### config.mk
export PLATFORM = sky130hd
export DESIGN_NAME = opb_cmd_fifo_slave
export DESIGN_NICKNAME = d
export VERILOG_FILES = /design/src/rtl/opb_cmd_pkg.sv /design/src/rtl/sync_fifo_fwft.sv /design/src/rtl/opb_cmd_fifo_slave.sv
export SDC_FILE = /design/constraint.sdc
export NUM_CORES = 1
export LEC_CHECK = 0
export ABC_AREA = 0
export BUFFER_PORTS_ARGS = -buffer_cell sky130_fd_sc_hd__clkbuf_2
export CORE_MARGIN = 5
export CORE_UTILIZATION = 54
export CTS_CLUSTER_DIAMETER = 50
export DETAILED_ROUTE_END_ITERATION = 7
export PLACE_DENSITY = 0.82
export SYNTH_ARGS = -nofsm -noshare
export SYNTH_HDL_FRONTEND = slang
export SYNTH_SLANG_ARGS = --single-unit
### constraint.sdc
create_clock -name OPB_Clk -period 4.2 [get_ports OPB_Clk]
set_clock_uncertainty 0.2 [all_clocks]
set_input_delay 0.21 -clock OPB_Clk [delete_from_list [all_inputs] [get_ports OPB_Clk]]
set_output_delay 0.21 -clock OPB_Clk [all_outputs]
set_load 0.01 [all_outputs]
### src/rtl/opb_cmd_pkg.sv
// Shared constants for the OPB command FIFO slave: register offsets and
// the bit layout of the STATUS and CTRL registers.
package opb_cmd_pkg;

   localparam logic [1:0] REG_DATA   = 2'd0;
   localparam logic [1:0] REG_STATUS = 2'd1;
   localparam logic [1:0] REG_CTRL   = 2'd2;
   localparam logic [1:0] REG_DROPS  = 2'd3;

   localparam int ST_COUNT_W = 9;
   localparam int ST_FULL    = 16;
   localparam int ST_EMPTY   = 17;
   localparam int ST_OVF     = 24;

   localparam int CTRL_FLUSH   = 0;
   localparam int CTRL_CLR_OVF = 1;

   // Transfer captured in the address-phase cycle, replayed at the ack edge.
   typedef struct packed {
      logic [1:0]  ofs;
      logic        rnw;
      logic [31:0] wdata;
   } opb_req_t;

endpackage

### src/rtl/sync_fifo_fwft.sv
// First-word-fall-through FIFO: head word is read combinationally at the
// read pointer. A push into a full FIFO is accepted only alongside a pop.
module sync_fifo_fwft #(
   parameter int WIDTH = 32,
   parameter int DEPTH = 16,
   localparam int AW   = $clog2(DEPTH)
) (
   input  logic             clk,
   input  logic             rst,
   input  logic             push_i,
   input  logic [WIDTH-1:0] din_i,
   input  logic             pop_i,
   input  logic             flush_i,
   output logic [WIDTH-1:0] dout_o,
   output logic [AW:0]      count_o,
   output logic             full_o,
   output logic             empty_o,
   output logic             drop_o
);

   logic [WIDTH-1:0] mem_q [DEPTH];
   logic [AW-1:0]    wptr_q, wptr_d;
   logic [AW-1:0]    rptr_q, rptr_d;
   logic [AW:0]      count_q, count_d;
   logic             do_push, do_pop;

   assign full_o  = (count_q == (AW+1)'(DEPTH));
   assign empty_o = (count_q == '0);
   assign do_pop  = pop_i & ~empty_o;
   assign do_push = push_i & (~full_o | do_pop);
   assign drop_o  = push_i & full_o & ~do_pop;
   assign dout_o  = mem_q[rptr_q];
   assign count_o = count_q;

   // Flush dominates any pop or push landing on the same edge.
   always_comb begin
      wptr_d  = wptr_q;
      rptr_d  = rptr_q;
      count_d = count_q;
      if (flush_i) begin
         wptr_d  = '0;
         rptr_d  = '0;
         count_d = '0;
      end else begin
         if (do_push) wptr_d = wptr_q + 1'b1;
         if (do_pop)  rptr_d = rptr_q + 1'b1;
         count_d = count_q + {{AW{1'b0}}, do_push} - {{AW{1'b0}}, do_pop};
      end
   end

   always_ff @(posedge clk) begin
      if (rst) begin
         wptr_q  <= '0;
         rptr_q  <= '0;
         count_q <= '0;
      end else begin
         wptr_q  <= wptr_d;
         rptr_q  <= rptr_d;
         count_q <= count_d;
      end
   end

   always_ff @(posedge clk) begin
      if (do_push && !flush_i) mem_q[wptr_q] <= din_i;
   end

endmodule

### src/rtl/opb_cmd_fifo_slave.sv
// OPB slave that queues software-written command words into a FWFT FIFO
// drained by fabric logic; exposes status, flush/overflow-clear and a drop count.
module opb_cmd_fifo_slave
   import opb_cmd_pkg::*;
#(
   parameter logic [31:0] C_BASEADDR   = 32'h01001200,
   parameter logic [31:0] C_HIGHADDR   = 32'h010012FF,
   parameter int          C_OPB_AWIDTH = 32,
   parameter int          C_OPB_DWIDTH = 32,
   parameter int          C_FIFO_DEPTH = 16,
   parameter string       C_FAMILY     = "virtex5"
) (
   input  logic                    OPB_Clk,
   input  logic                    OPB_Rst,
   input  logic [0:C_OPB_AWIDTH-1] OPB_ABus,
   input  logic [0:3]              OPB_BE,
   input  logic [0:C_OPB_DWIDTH-1] OPB_DBus,
   input  logic                    OPB_RNW,
   input  logic                    OPB_select,
   input  logic                    OPB_seqAddr,
   output logic [0:C_OPB_DWIDTH-1] Sl_DBus,
   output logic                    Sl_errAck,
   output logic                    Sl_retry,
   output logic                    Sl_toutSup,
   output logic                    Sl_xferAck,
   output logic [31:0]             user_data_out,
   output logic                    user_valid,
   input  logic                    user_ready
);

   localparam int AW = $clog2(C_FIFO_DEPTH);

   logic          hit, ack_d, ack_q;
   opb_req_t      req_d, req_q;
   logic [31:0]   dbus_d, dbus_q, rdata;
   logic [31:0]   status;
   logic          wr_commit, push, ctrl_wr, flush, clr_ovf;
   logic          ovf_d, ovf_q;
   logic [15:0]   drops_d, drops_q;
   logic [AW:0]   fifo_count;
   logic          fifo_full, fifo_empty, fifo_drop;
   logic          unused_ok;

   assign unused_ok = ^{OPB_seqAddr, OPB_BE, (C_FAMILY == "")};

   assign Sl_errAck  = 1'b0;
   assign Sl_retry   = 1'b0;
   assign Sl_toutSup = 1'b0;
   assign Sl_xferAck = ack_q;
   assign Sl_DBus    = dbus_q;
   assign user_valid = ~fifo_empty;

   assign hit   = OPB_select && (OPB_ABus >= C_BASEADDR) && (OPB_ABus <= C_HIGHADDR);
   // Blocking a hit while ack is high prevents a second ack on a held select.
   assign ack_d = hit & ~ack_q;
   assign req_d = ack_d ? '{ofs: OPB_ABus[28:29], rnw: OPB_RNW, wdata: OPB_DBus} : req_q;

   always_comb begin
      status                     = '0;
      status[ST_COUNT_W-1:0]     = ST_COUNT_W'(fifo_count);
      status[ST_FULL]            = fifo_full;
      status[ST_EMPTY]           = fifo_empty;
      status[ST_OVF]             = ovf_q;
      unique case (OPB_ABus[28:29])
         REG_STATUS: rdata = status;
         REG_DROPS:  rdata = {16'h0, drops_q};
         default:    rdata = '0;
      endcase
   end

   assign dbus_d = (ack_d && OPB_RNW) ? rdata : '0;

   // Writes take effect on the edge that ends the ack cycle.
   assign wr_commit = ack_q & ~req_q.rnw;
   assign push      = wr_commit & (req_q.ofs == REG_DATA);
   assign ctrl_wr   = wr_commit & (req_q.ofs == REG_CTRL);
   assign flush     = ctrl_wr & req_q.wdata[CTRL_FLUSH];
   assign clr_ovf   = ctrl_wr & req_q.wdata[CTRL_CLR_OVF];

   always_comb begin
      ovf_d   = ovf_q;
      drops_d = drops_q;
      if (clr_ovf) begin
         ovf_d   = 1'b0;
         drops_d = '0;
      end else if (fifo_drop) begin
         ovf_d = 1'b1;
         if (drops_q != 16'hFFFF) drops_d = drops_q + 16'd1;
      end
   end

   always_ff @(posedge OPB_Clk) begin
      if (OPB_Rst) begin
         ack_q   <= 1'b0;
         dbus_q  <= '0;
         req_q   <= '0;
         ovf_q   <= 1'b0;
         drops_q <= '0;
      end else begin
         ack_q   <= ack_d;
         dbus_q  <= dbus_d;
         req_q   <= req_d;
         ovf_q   <= ovf_d;
         drops_q <= drops_d;
      end
   end

   sync_fifo_fwft #(
      .WIDTH (32),
      .DEPTH (C_FIFO_DEPTH)
   ) u_fifo (
      .clk     (OPB_Clk),
      .rst     (OPB_Rst),
      .push_i  (push),
      .din_i   (req_q.wdata),
      .pop_i   (user_ready & user_valid),
      .flush_i (flush),
      .dout_o  (user_data_out),
      .count_o (fifo_count),
      .full_o  (fifo_full),
      .empty_o (fifo_empty),
      .drop_o  (fifo_drop)
   );

endmodule
======== Word-level counts from Yosys, hierarchy flattened ========
Memories as Yosys holds them, arrays and structs flattened. A register that Yosys moved wholly into a read port is not among the register bits.
Index checks and enable logic that the tools add are counted.
Widths: inputs -> output; s select.
operators by class
  $add $sub $neg .......................... 5
  magnitude comparators ................... 2
  eq/ne operators ......................... 5
  mux-type cells .......................... 5
  bitwise gates (word level) .............. 18
  reduce and logical (&&, ||, !) cells .... 11
operators with widths
  cell                   count
  $pmux 25 s2            1
  $ge 32x25->1 const B   1
  $le 32x25->1 const B   1
  $add 16x1->16 const B  1
  $ne 16x16->1 const B   1
  $and 1x1->1            11
  $add 4x1->4 const B    2
  $mux 4                 2
  $not 1->1              6
  $reduce_or 2->1        3
  $add 5x1->5            1
  $eq 5x5->1 const B     1
  $logic_not 5->1        1
  $sub 5x1->5            1
  $eq 2x2->1 const B     2
  $logic_and 1x1->1      4
  $eq 2x1->1 const B     1
  $logic_not 2->1        1
  $mux 1                 2
  $reduce_and 2->1       1
  $logic_not 1->1        1
  $or 1x1->1             1
storage, ports and cells
  flip-flop bits (word level) ............. 98
  memory bits (writable) .................. 512
  word-level logic and storage cells ...... 57
  memories kept ........................... 1
memories
  name          depth  bits a word  read ports  clocked after Yosys merged registers in  wr ports  RTL line              text
  u_fifo.mem_q  16     32           1           1                                        1         sync_fifo_fwft.sv:21  logic [WIDTH-1:0] mem_q [DEPTH];

======== Depth between registers and ports, before layout ========
  depth after elaboration ................. 9
  depth in mapped cells ................... 15

======== Modules after synthesis ========
A second synthesis with hierarchy kept.
second synthesis, totals
  cell total of the unflattened synthesis .. 1275
  area, all modules ....................... 23332.4 um2
modules (own cells, without submodules)
  module              instances  cells each  area an instance (um2)  seq. area each (um2)
  sync_fifo_fwft      1          897         20017.9                 15715.1
  opb_cmd_fifo_slave  1          378         3314.4                  1441.4

======== Worst setup path before layout ========
No wires, ideal clock.
  path type ............................... reg2reg
  from .................................... register u_fifo.count_q[2] (netlist: u_fifo.count_o[2])
  to ...................................... memory u_fifo.mem_q[0][0], enable pin
  setup time .............................. 0.461 ns
  arrival ................................. 3.586 ns
  setup slack ............................. -0.048 ns
  cell stages (with the launch flop) ...... 7
  buffers on the path ..................... 0
  clock period less this slack ............ 4.248 ns
  path through ............................ dfxtp_1 > inv_1 > ha_1 > and4bb_1 > a21boi_1 > nand2_1 > nor3_1
between the ends
  word-level cells in the longest chain between the ends .. 9
  elaborated cells between the ends (all ways) .. 11
  those cells by class .................... eq/ne (1); mux (2); bitwise (6); reduce/logical (2)
ends and longest elaborated chain
  item                              RTL line                                        text
  start: declaration                sync_fifo_fwft.sv:24                            logic [AW:0] count_q, count_d;
  start signal: assignment          sync_fifo_fwft.sv:59                            count_q <= count_d;
  $logic_not 5->1                   sync_fifo_fwft.sv:28                            assign empty_o = (count_q == '0);
  $not 1->1                         sync_fifo_fwft.sv:29, opb_cmd_fifo_slave.sv:51
  $and 1x1->1                       opb_cmd_fifo_slave.sv:116                       .pop_i (user_ready & user_valid),
  $and 1x1->1                       sync_fifo_fwft.sv:29                            assign do_pop = pop_i & ~empty_o;
  $or 1x1->1 (*)                    sync_fifo_fwft.sv:30                            assign do_push = push_i & (~full_o | do_pop);
  $and 1x1->1 (*)                   sync_fifo_fwft.sv:30
  named net u_fifo.do_push          sync_fifo_fwft.sv:25                            logic do_push, do_pop;
  $logic_and 1x1->1 (*)             sync_fifo_fwft.sv:64                            if (do_push && !flush_i) mem_q[wptr_q] <= din_i;
  $mux 1 (*)                        sync_fifo_fwft.sv:64
  $mux 1 (not written as such) (*)  sync_fifo_fwft.sv:64
  end: declaration                  sync_fifo_fwft.sv:21
Mark *: on every way through the listed nets, which the timed path passes. The rest lies on a longest branch.

==> results.toml <==
[cts]
htree_levels = 2
path_clk_slew_ps = 60
cts_tree = "built"
cts-buffers-inserted = 57
clk_root_buf = "clkbuf_16"
clock_sinks = 601
number_of_gates_resized_after_cts = 0
clock_latency_ps = 590
cts.path.max_buffers = 3
postCtsSetupRepairBufs = 0

[sta]
tightest_slew_ps = 1270
timing.final.crit_period_ps = 3480
final_hold_viol_count = 0
final_critical_path_setup_slack_ps = 721
clock.fmax_mhz = 287
timing.final.setup_violations = 0
min_period_over_period_pct = 82.8
report.final.slew_viol_count = 0
final.setup.tns_ps = 0
rsz0062_at_grt = "false"
worst_slew_margin_rel_pct = 14.5

[logic_synthesis]
yosysTopAreaCell = "edfxtp_1"
synth-edff-count = 512
synthMostInstantiatedCell = "edfxtp_1"
synthesis.instances = 1166
netlist_top_cells_area = "edfxtp_1 (66%), mux4_2 (16%), dfxtp_1 (7.7%)"
synth_top_cell_area_share_pct = 66.5
synth-warning-count = 0
ys_top_cells_by_count = "edfxtp_1 (512), mux4_2 (160), dfxtp_1 (89)"
synthArstFlopShare_pct = 0
synthesis.area_sq_um = 23100
ys_types = 50
synth-seq-area-share_pct = 74.2
synth.avg_cell_area_sq_um = 19.8
yosys_register_bits = 601
synth_ff_type = "edfxtp_1"

[flow_run]
drv.max_cap_violation_count = 0

[pwr]
total_power_uw = 12900
power_leakage_uw = 0.00717
power_switching_uw = 2850
netSwitchingFraction_pct = 22.0
power.share.combinational_pct = 8.9
seqPwrFrac_pct = 50.6
ir_drop_worst_case_vdd_mv = 0.329
intPower_uw = 10100
clock_power_share_pct = 40.5
power.density_nw_per_um2 = 480

[floorplanning]
io_pins = 143
core.rowCount = 75
dieHeight_um = 217
design.die.area_sq_um = 47100
initial_core_utilization_pct = 54.9
floorplan.die.width_um = 217
fp.coreArea_sq_um = 42100

[global_routing]
groute.usage.overall_pct = 22.4
gr-total-overflow = 0
pin_count_of_the_biggest_net_entering_global_routing = 77
grt_pass1_vias = 12700
wire_length_of_the_first_global_routing_pass_mm = 79.1
antenna_violations_before_repair = 1

[route]
drcViolationCount = 0
detailroute.via_count = 12200
route.top_layer_used = "met4"
drt_wl_total_mm = 52.7
first_pass_iters = 8
detailed_routed_wire_length_on_met2_mm = 27.8
avgViaCountPerCell = 6.33
drt-met1-wl_mm = 19.2
drtAntennaViolNets = 0
routed-wl-met3_mm = 4.07
detailedRoute.firstIterationViolations = 1318
route.detailed.wl_per_inst_um = 27.3

[critical_path]
crit_type = "reg -> out"
timing.critical_path.from_type = "register"
timing.rr.end = "u_fifo.count_o[4]"
cp_data_required_time_ps = 3790
worst_path_most_repeated_cell = "mux4_2"
cp-end-kind = "primary output"
worst_r2r_startpoint = "u_fifo.count_o[3]"
rr_worst_depth = 14
slowest_stage = "dfxtp_4"
crit_chain = "buf_4, mux4_2, mux4_2, clkbuf_2"
dominant_delay_contributor_by_cell_family_on_the_critical_path = "multiplexers"
biggest_fanout_along_the_worst_timing_path = 33
timing.critical_path.slowest_cell_delay_ps = 830
regToRegSetupSlack_ps = 850
worst_ep_arrival_time_ps = 3070
critical_path.n_buffers_inverters = 2

[final_layout]
insertedDiodeCount = 0
final_core_util_pct = 64.0
area_growth_syn_to_layout_pct = 16.6
fillers = 2654
ff_latch_area_sq_um = 17200
finalNetCount = 1433
share_of_post_route_cells_with_drive_strength_above_1_pct = 30.5
multi_input_comb_area_sq_um = 5710

[worst_hold_path]
worstHoldPathCells = 5
hold_path.startpoint = "OPB_ABus[11]"
holdCritPathClass = "in -> reg"
worstHoldEndpoint = "req_q[33]"

[placement]
detailedPlace.worstSlack_ps = 870
gpl.final_weighted_congestion = 0.783
port_buffers = 115
dp.final_hpwl_mm = 29.3

[status]
status = "completed"
## power by group through the flow
stage          clock network, uW  registers [uW]  logic (uW)
3_3_place_gp                   0            6670        1130
2_1_floorplan                  0            6570         967
6_report                    5250            6550        1150
4_1_cts                     5300            6550        1180
5_1_grt                     5580            6560        1270
3_5_place_dp                   0            6680        1140
## kinds of logic (layout without fill, tap and decap cells)
kind of cell / count (synthesis) / in the layout / synth area share (%)
DFF: 601 / 601 / 74.2
muxes: 169 / 169 / 16.0
and+or+nand+nor: 168 / 168 / 4.21
AOI/OAI and AO/OA: 109 / 109 / 2.60
buffers and inverters: 96 / 309 / 1.95
adders and majority gates: 13 / 13 / 0.736
xor gates and xnor gates: 9 / 9 / 0.341
other: 1 / 16 / 0.0162
## flip-flops by register name (all words and copies together) (netlist names), named ones only
register        flops
u_fifo.rptr_q       4
u_fifo.mem_q      512
ovf_q               1
req_q              35
u_fifo.wptr_q       4
Sl_DBus            19
drops_q            16
Sl_xferAck          1
u_fifo.count_o      5
## tightest hold or removal path, delay by kind of cell
| family | cells | cell delay [ps] |
|---|---|---|
| AND/OR/NAND/NOR | 3 | 500 |
| buffers and inverters | 1 | 70 |
| AO/OA/AOI/OAI | 1 | 50 |
## metal layers
layer / vias to the layer above / track usage [%]
met5: - / 0
met4: 0 / 7.06
met3: 113 / 3.54
met2: 704 / 39.6
met1: 6311 / 29.0
li1: 5113 / -
## repair_timing
action,CTS,global route
endpoints found under the setup margin,0,0
endpoints found under the hold margin,52,0
hold buffers,36,0
## cell type report
| cell class | count | share of cell area [%] |
|---|---|---|
| Multi-Input combinational cell | 484 | 21.2 |
| Clock inverter | 19 | 0.807 |
| Tap cell | 539 | 2.50 |
| Inverter | 16 | 0.223 |
| Sequential cell | 601 | 63.7 |
| Clock buffer | 88 | 6.41 |
| Timing Repair Buffer | 186 | 5.23 |
## worst max-delay path by stage
stage	cells after the start	end	slack, ps
detailed placement	14	u_fifo.count_o[4]	870
finish	4	user_data_out[20]	720
floorplan	3	u_fifo.mem_q[3][0]	380
global route	4	user_data_out[20]	530
global placement	14	u_fifo.count_o[4]	930
CTS	4	user_data_out[20]	650
## through the flow
step                      area, sq um  hold WS (ps)  std cells
after detailed placement        24700           252       1790
after CTS                       27000          81.3       1933
after global routing            27000           130       1933
after floorplan                 23200           158       1181
final                           27000          94.2       1933
after global placement          24700           245       1790
## placed cells by master, fill, tap and decap left out, drive strengths merged, types with 2 or more instances in the layout
cell	n
a21o	3
a21oi	51
and2	11
and3	4
and4	5
buf	35
bufinv	4
clkbuf	203
clkinv	12
conb	16
dfxtp	89
dlygate4sd3	36
edfxtp	512
ha	12
inv	18
mux2i	9
mux4	160
nand2	14
nand2b	6
nand3	47
nand4	6
nor2	30
nor3	12
nor4	7
nor4b	6
o211ai	2
o21ai	38
o31ai	9
o41ai	2
or3	2
or4	11
xnor2	3
xor2	6
Note: power is estimated with default switching activity, not from simulation.
